<file path="config.mk">
export PLATFORM = sky130hd
export DESIGN_NAME = bpu_update_sched
export DESIGN_NICKNAME = d
export VERILOG_FILES = /design/src/rtl/bpu_update_sched_pkg.sv /design/src/rtl/bpu_upd_fifo.sv /design/src/rtl/bpu_update_sched.sv
export SDC_FILE = /design/constraint.sdc
export NUM_CORES = 1
export LEC_CHECK = 0
export BUFFER_PORTS_ARGS = -buffer_cell sky130_fd_sc_hd__buf_4
export CORE_ASPECT_RATIO = 1.2
export CORE_MARGIN = 3
export CORE_UTILIZATION = 40
export CTS_BUF_LIST = sky130_fd_sc_hd__clkbuf_16
export DETAILED_ROUTE_END_ITERATION = 7
export SYNTH_ARGS = -nofsm -noshare
export SYNTH_HDL_FRONTEND = slang
export SYNTH_SLANG_ARGS = --single-unit
</file>
<file path="constraint.sdc">
create_clock -name clk -period 8.73 [get_ports clk]
set_clock_uncertainty 0.15 [all_clocks]
set_input_delay 0.4365 -clock clk [delete_from_list [all_inputs] [get_ports clk]]
set_output_delay 0.4365 -clock clk [all_outputs]
set_load 0.005 [all_outputs]
</file>
<file path="src/rtl/bpu_update_sched_pkg.sv">
// Shared types and constants for the BPU update scheduler slice.
package bpu_update_sched_pkg;

  localparam int BPU_UPD_QDEPTH = 8;
  localparam int BPU_BTB_LEN    = 9;

  typedef enum logic {
    S_INIT = 1'b0,
    S_RUN  = 1'b1
  } bpu_upd_state_e;

  typedef struct packed {
    logic        update;
    logic [31:0] pc;
    logic [31:0] target;
    logic        taken;
    logic [1:0]  br_type;
  } correct_info_t;

endpackage

</file>
<file path="src/rtl/bpu_upd_fifo.sv">
// Two-write/one-read register FIFO; wr_num entries land at tail, tail+1 in order.
// Caller guarantees wr_num never exceeds free space and rd_en only when count != 0.
module bpu_upd_fifo
  import bpu_update_sched_pkg::*;
#(
  parameter int DEPTH = BPU_UPD_QDEPTH
) (
  input  logic                       clk,
  input  logic                       rst_n,
  input  logic                       clr,
  input  logic [1:0]                 wr_num,
  input  correct_info_t              wr0_dat,
  input  correct_info_t              wr1_dat,
  input  logic                       rd_en,
  output correct_info_t              rd_dat,
  output logic [$clog2(DEPTH):0]     count
);

  localparam int PW = $clog2(DEPTH);
  localparam int CW = PW + 1;

  correct_info_t mem [DEPTH];
  logic [PW-1:0] wr_ptr;
  logic [PW-1:0] rd_ptr;

  always_ff @(posedge clk) begin
    if (!rst_n || clr) begin
      wr_ptr <= '0;
      rd_ptr <= '0;
      count  <= '0;
    end else begin
      wr_ptr <= wr_ptr + PW'(wr_num);
      rd_ptr <= rd_ptr + PW'(rd_en);
      count  <= count + CW'(wr_num) - CW'(rd_en);
    end
  end

  // Payload storage is deliberately not reset.
  always_ff @(posedge clk) begin
    if (rst_n && !clr && wr_num != 2'd0) mem[wr_ptr] <= wr0_dat;
    if (rst_n && !clr && wr_num == 2'd2) mem[wr_ptr + 1'b1] <= wr1_dat;
  end

  assign rd_dat = mem[rd_ptr];

endmodule

</file>
<file path="src/rtl/bpu_update_sched.sv">
// Queues up to two corrections per cycle, issues one BPU update per cycle, and sweeps tables after reset/reinit.
// Optional perf counters enabled by defining BPU_UPD_PERF_EN.
module bpu_update_sched
  import bpu_update_sched_pkg::*;
#(
  parameter int QUEUE_DEPTH = BPU_UPD_QDEPTH,
  parameter int IDX_LEN     = BPU_BTB_LEN
) (
  input  logic                         clk,
  input  logic                         rst_n,
  input  correct_info_t [1:0]          req_i,
  input  logic                         reinit_i,
  output correct_info_t                upd_o,
  output logic                         upd_valid_o,
  input  logic                         upd_ready_i,
  output logic                         init_we_o,
  output logic [IDX_LEN-1:0]           init_idx_o,
  output logic                         busy_o,
  output logic [$clog2(QUEUE_DEPTH):0] q_count_o,
  output logic [31:0]                  enq_cnt_o,
  output logic [31:0]                  drop_cnt_o
);

  localparam int CW = $clog2(QUEUE_DEPTH) + 1;

  bpu_upd_state_e     state_q, state_d;
  logic [IDX_LEN-1:0] idx_q, idx_d;

  logic          v0, v1;
  logic [CW-1:0] q_free;
  logic [1:0]    wr_num;
  logic [1:0]    n_drop;
  correct_info_t wr0_dat;

  assign v0     = req_i[0].update;
  assign v1     = req_i[1].update;
  // Free space comes from the registered count; a same-cycle pop does not help.
  assign q_free = CW'(QUEUE_DEPTH) - q_count_o;

  always_comb begin
    wr_num  = 2'd0;
    n_drop  = 2'd0;
    wr0_dat = req_i[0];
    if (reinit_i) begin
      n_drop = {1'b0, v0} + {1'b0, v1};
    end else if (v0 && v1) begin
      if (q_free >= CW'(2)) begin
        wr_num = 2'd2;
      end else if (q_free == CW'(1)) begin
        wr_num = 2'd1;
        n_drop = 2'd1;
      end else begin
        n_drop = 2'd2;
      end
    end else if (v0 || v1) begin
      wr0_dat = v0 ? req_i[0] : req_i[1];
      if (q_free != '0) wr_num = 2'd1;
      else              n_drop = 2'd1;
    end
  end

  always_ff @(posedge clk) begin
    if (!rst_n) begin
      state_q <= S_INIT;
      idx_q   <= '0;
    end else begin
      state_q <= state_d;
      idx_q   <= idx_d;
    end
  end

  always_comb begin
    state_d     = state_q;
    idx_d       = idx_q;
    init_we_o   = 1'b0;
    busy_o      = 1'b0;
    upd_valid_o = 1'b0;
    case (state_q)
      S_INIT: begin
        init_we_o = 1'b1;
        busy_o    = 1'b1;
        idx_d     = idx_q + 1'b1;
        if (idx_q == {IDX_LEN{1'b1}}) state_d = S_RUN;
      end
      S_RUN: begin
        upd_valid_o = (q_count_o != '0);
      end
    endcase
    if (reinit_i) begin
      state_d = S_INIT;
      idx_d   = '0;
    end
  end

  assign init_idx_o = idx_q;

  bpu_upd_fifo #(
    .DEPTH (QUEUE_DEPTH)
  ) u_fifo (
    .clk     (clk),
    .rst_n   (rst_n),
    .clr     (reinit_i),
    .wr_num  (wr_num),
    .wr0_dat (wr0_dat),
    .wr1_dat (req_i[1]),
    .rd_en   (upd_valid_o & upd_ready_i),
    .rd_dat  (upd_o),
    .count   (q_count_o)
  );

`ifdef BPU_UPD_PERF_EN
  logic [31:0] enq_q, drop_q;

  function automatic logic [31:0] sat_add(input logic [31:0] a, input logic [1:0] b);
    logic [32:0] s;
    s = {1'b0, a} + 33'(b);
    return s[32] ? 32'hFFFF_FFFF : s[31:0];
  endfunction

  always_ff @(posedge clk) begin
    if (!rst_n) begin
      enq_q  <= '0;
      drop_q <= '0;
    end else begin
      enq_q  <= sat_add(enq_q, wr_num);
      drop_q <= sat_add(drop_q, n_drop);
    end
  end

  assign enq_cnt_o  = enq_q;
  assign drop_cnt_o = drop_q;
`else
  logic unused_perf;
  assign unused_perf = ^n_drop;
  assign enq_cnt_o   = '0;
  assign drop_cnt_o  = '0;
`endif

endmodule
</file>
==> summary.md <==
| Metric | Value |
|---|---|
| Status | finished, final reports clean |
| Max Buffers Root-to-Sink | 3 |
| I/O pin total | 288 |
| Post-synthesis compound-gate area fraction | 0.1716 |
| Fin crit period | 4.143 ns |
| Area of the multi-input gates | 10250 um2 |
| Total Power | 5894 uW |
| Area growth from synthesis to final layout | 13.80% |
| Resized cells post-CTS | 0 |
| H-tree levels | 2 |
| Port Buffers | 223 |
| Synth Area in XOR/XNOR | 0.004643 |
| Die height | 297.4 um |
| Placed Area | 30120 um2 |
| RSZ-0062 raised after global routing | false |
| CP Data Required Time | 8.84 ns |
| Post-synth EDFFs | 544 |
| Synth unique cells | 47 |
| Clock buffer count from CTS | 58 |
| Final GP Congestion | 0.8003 |
| Post-synthesis simple-gate area fraction | 0.02613 |
| Mux share of post-synthesis cell area | 0.1360 |
| Fin. max-slew vios | 0 |
| CTS clk-pin slew, worst paths | 0.06 ns |
| Synth Instances | 1828 |
| Most used DFF post-synth | edfxtp_1 |
| Top delay family on crit path | compound AO/OA/AOI/OAI gates |
| Max-slew headroom | 0.1725 |
| DIE AREA | 73990 um2 |
| Drt first pass iters | 5 |
| First-pass GRT wire length | 124600 um |
| Vias | 17990 |
| Warning count from the yosys run | 0 |
| Commonest non-fill, non-tap cells in the layout | edfxtp_1 (544), o2bb2ai_1 (536), buf_4 (253), mux4_2 (136), nand2_1 (81) |
| Worst vdd ir | 134.0 uV |
| Commonest non-fill, non-tap cell in the layout | edfxtp_1 |
| Largest net degree at the start of global routing | 95 |
| Final Instance Area | 32200 um2 |
| Power Density | 183.0 nW/um2 |
| WS Path Type | flip-flop to flip-flop |
| Max-cap violations | 0 |
| CTS Root Cell | clkbuf_16 |
| CTS sink count | 564 |
| Setup violators final | 0 |
| Hpwl dp | 44330 um |
| Non-Filler Instances | 2910 |
| Hold Vio Cnt, Final | 0 |
| Yosys top cell area share | 0.5773 |
| Die Span X | 248.8 um |
| Sequential share of the synthesized area | 0.5914 |
| Starting density of the core | 0.4049 |
| Top cells by area, synth | edfxtp_1 (58%), o2bb2ai_1 (17%), mux4_2 (11%), buf_4 (2.8%), mux2_2 (2.7%) |
| Final period util | 0.4746 |
| Antenna violations before repair | 8 |
| Post-synth ARST share | 0 |
| Worst path slowest cell | a2bb2oi_1 |
| Number of remaining DRC errors | 0 |
| Total Routing Usage GR | 0.2232 |
| Vias in the first global route | 19050 |
| Worst slew pin tran | 1.241 ns |
| DR vias/cell | 6.182 |
| WL per Instance | 29.09 um |
| Final wirelength | 84660 um |
| Num rows | 106 |
| 1st-iter DRT viols | 1600 |
| Later-pin clock latency in the skew report | 0.61 ns |
| Setup_tns | 0 ns |
| Layout cell share with drive strength beyond 1 | 0.2876 |
| Seq. cell area | 16750 um2 |
| Avg Inst Size Synth | 15.48 um2 |
| Fillers | 6114 |
| Max FO, Critical Path | 44 |
| Leak Pwr | 0.01015 uW |
| Startpoint type of the worst setup path | flip-flop |
| Placed insts | 2768 |
| Hold Path Class | input port to flip-flop |
| WP data arrival | 4.25 ns |
| Cell area after synthesis | 28300 um2 |
| Slowest Stage Delay on Critical Path | 0.68 ns |
| Main combinational cell family by area after synthesis | compound AO/OA/AOI/OAI gates |
| Cell taking the most area after synthesis | edfxtp_1 |
| Adder-Cell Fraction of Synth Area | 0.008047 |
| CTS tree | done |
| Buf/Inv on CP | 2 |
| Core Area | 69890 um2 |
| Nets | 2101 |
| F_max | 0.2414 GHz |
| Number of nets with antenna violations after routing | 0 |
| CP Capture Type | flip-flop |
| Grt total ovfl | 0 |
| Crit-path cells | inv_1 > ha_1 > a211oi_2 > nand4_2 > or2_2 > a2bb2oi_1 > o21ai_4 > buf_4 |
| Seq cells post-synth | 564 |
-- final timing paths --
path | slack (ns) | start | cells past startpoint | end
setup / recovery | 4.59 | u_fifo.count[0] | 8 | u_fifo.mem[7][10]
hold / removal | 0.03 | req_i[81] | 2 | u_fifo.mem[4][13]
setup reg to reg | 4.59 | u_fifo.count[0] | 8 | u_fifo.mem[7][10]
hold reg to reg | 0.41 | init_idx_o[7] | 2 | init_idx_o[7]
-- registers in the layout (all words and copies together) (netlist names) --
name and cells:
u_fifo.mem 544, init_idx_o 9, u_fifo.count 4, u_fifo.rd_ptr 3, u_fifo.wr_ptr 3, state_q 1
-- report_power, final --
group          internal [uW]  switching (uW)  total [uW]
Sequential              3030            12.7        3040
Clock                   1280            1050        2320
Combinational            212             316         528
Total                   4520            1370        5890
-- logic make-up (layout without fill, tap and decap cells) --
kind of cell | count (synthesis) | after routing
compound gates | 557 | 557
xor+xnor | 15 | 15
fa+ha+maj | 17 | 17
buf+inv | 308 | 406
flops | 564 | 564
mux | 206 | 206
other cells | 1 | 67
simple gates | 160 | 160
-- through the flow --
| step | hold slack [ns] | setup WS, ns | utilization |
|---|---|---|---|
| global route | 0.01576 | 4.383 | 0.4606 |
| detailed placement | 0.3836 | 4.586 | 0.4309 |
| CTS | 0.001460 | 4.492 | 0.4606 |
| global placement | 0.3775 | 4.628 | 0.4309 |
| floorplan | 0.3669 | 1.559 | - |
| finish | 0.02998 | 4.587 | 0.4607 |
-- synthesized netlist by cell type (2+ instances only) --
| master | count |
|---|---|
| edfxtp_1 | 544 |
| o2bb2ai_1 | 536 |
| mux4_2 | 136 |
| buf_4 | 104 |
| nand2_1 | 87 |
| buf_1 | 71 |
| buf_2 | 70 |
| mux2_2 | 68 |
| clkbuf_1 | 34 |
| nor2_1 | 22 |
| dfxtp_1 | 20 |
| buf_6 | 16 |
| ha_1 | 15 |
| inv_1 | 13 |
| or2_2 | 9 |
| xor2_1 | 9 |
| nand3_1 | 7 |
| nor2_2 | 7 |
| and2_1 | 6 |
| nand2b_1 | 6 |
| o21ai_0 | 6 |
| xnor2_1 | 6 |
| a21oi_1 | 3 |
| nor2b_1 | 3 |
| a21o_1 | 2 |
| a2bb2oi_1 | 2 |
| a41oi_2 | 2 |
| and3_1 | 2 |
| fa_1 | 2 |
| mux2i_1 | 2 |
| nand2_2 | 2 |
-- layout make-up --
type	count	area share
diodes	3	0.0002331
clock buffers	61	0.04740
clock inverters	44	0.006605
inverters	13	0.001515
multi-input cells	1019	0.3184
flip-flops and latches	564	0.5200
well taps	918	0.03567
repair buffers	288	0.07017
-- timing repair --
action | CTS | global route
hold endpoints to repair | 158 | 0
setup endpoints to repair | 0 | 0
buffers inserted | 0 | 0
hold buffers | 34 | 0
-- worst reg2reg max path: stages, from the launching register on --
cell and delay [ns]:
dfxtp_1 0.43, inv_1 0.12, ha_1 0.33, a211oi_2 0.35, nand4_2 0.26, or2_2 0.36
a2bb2oi_1 0.68, o21ai_4 0.49, buf_4 0.56
-- per-layer routing --
layer / global-route usage / part of all wire / up-vias
li1: - / - / 7663
met1: 0.2893 / 0.39 / 9314
met2: 0.3784 / 0.50 / 849
met3: 0.04363 / 0.077 / 154
met4: 0.07145 / 0.030 / 10
met5: 0 / 0.00065 / -
No activity file was read; power rests on OpenSTA's default activity.
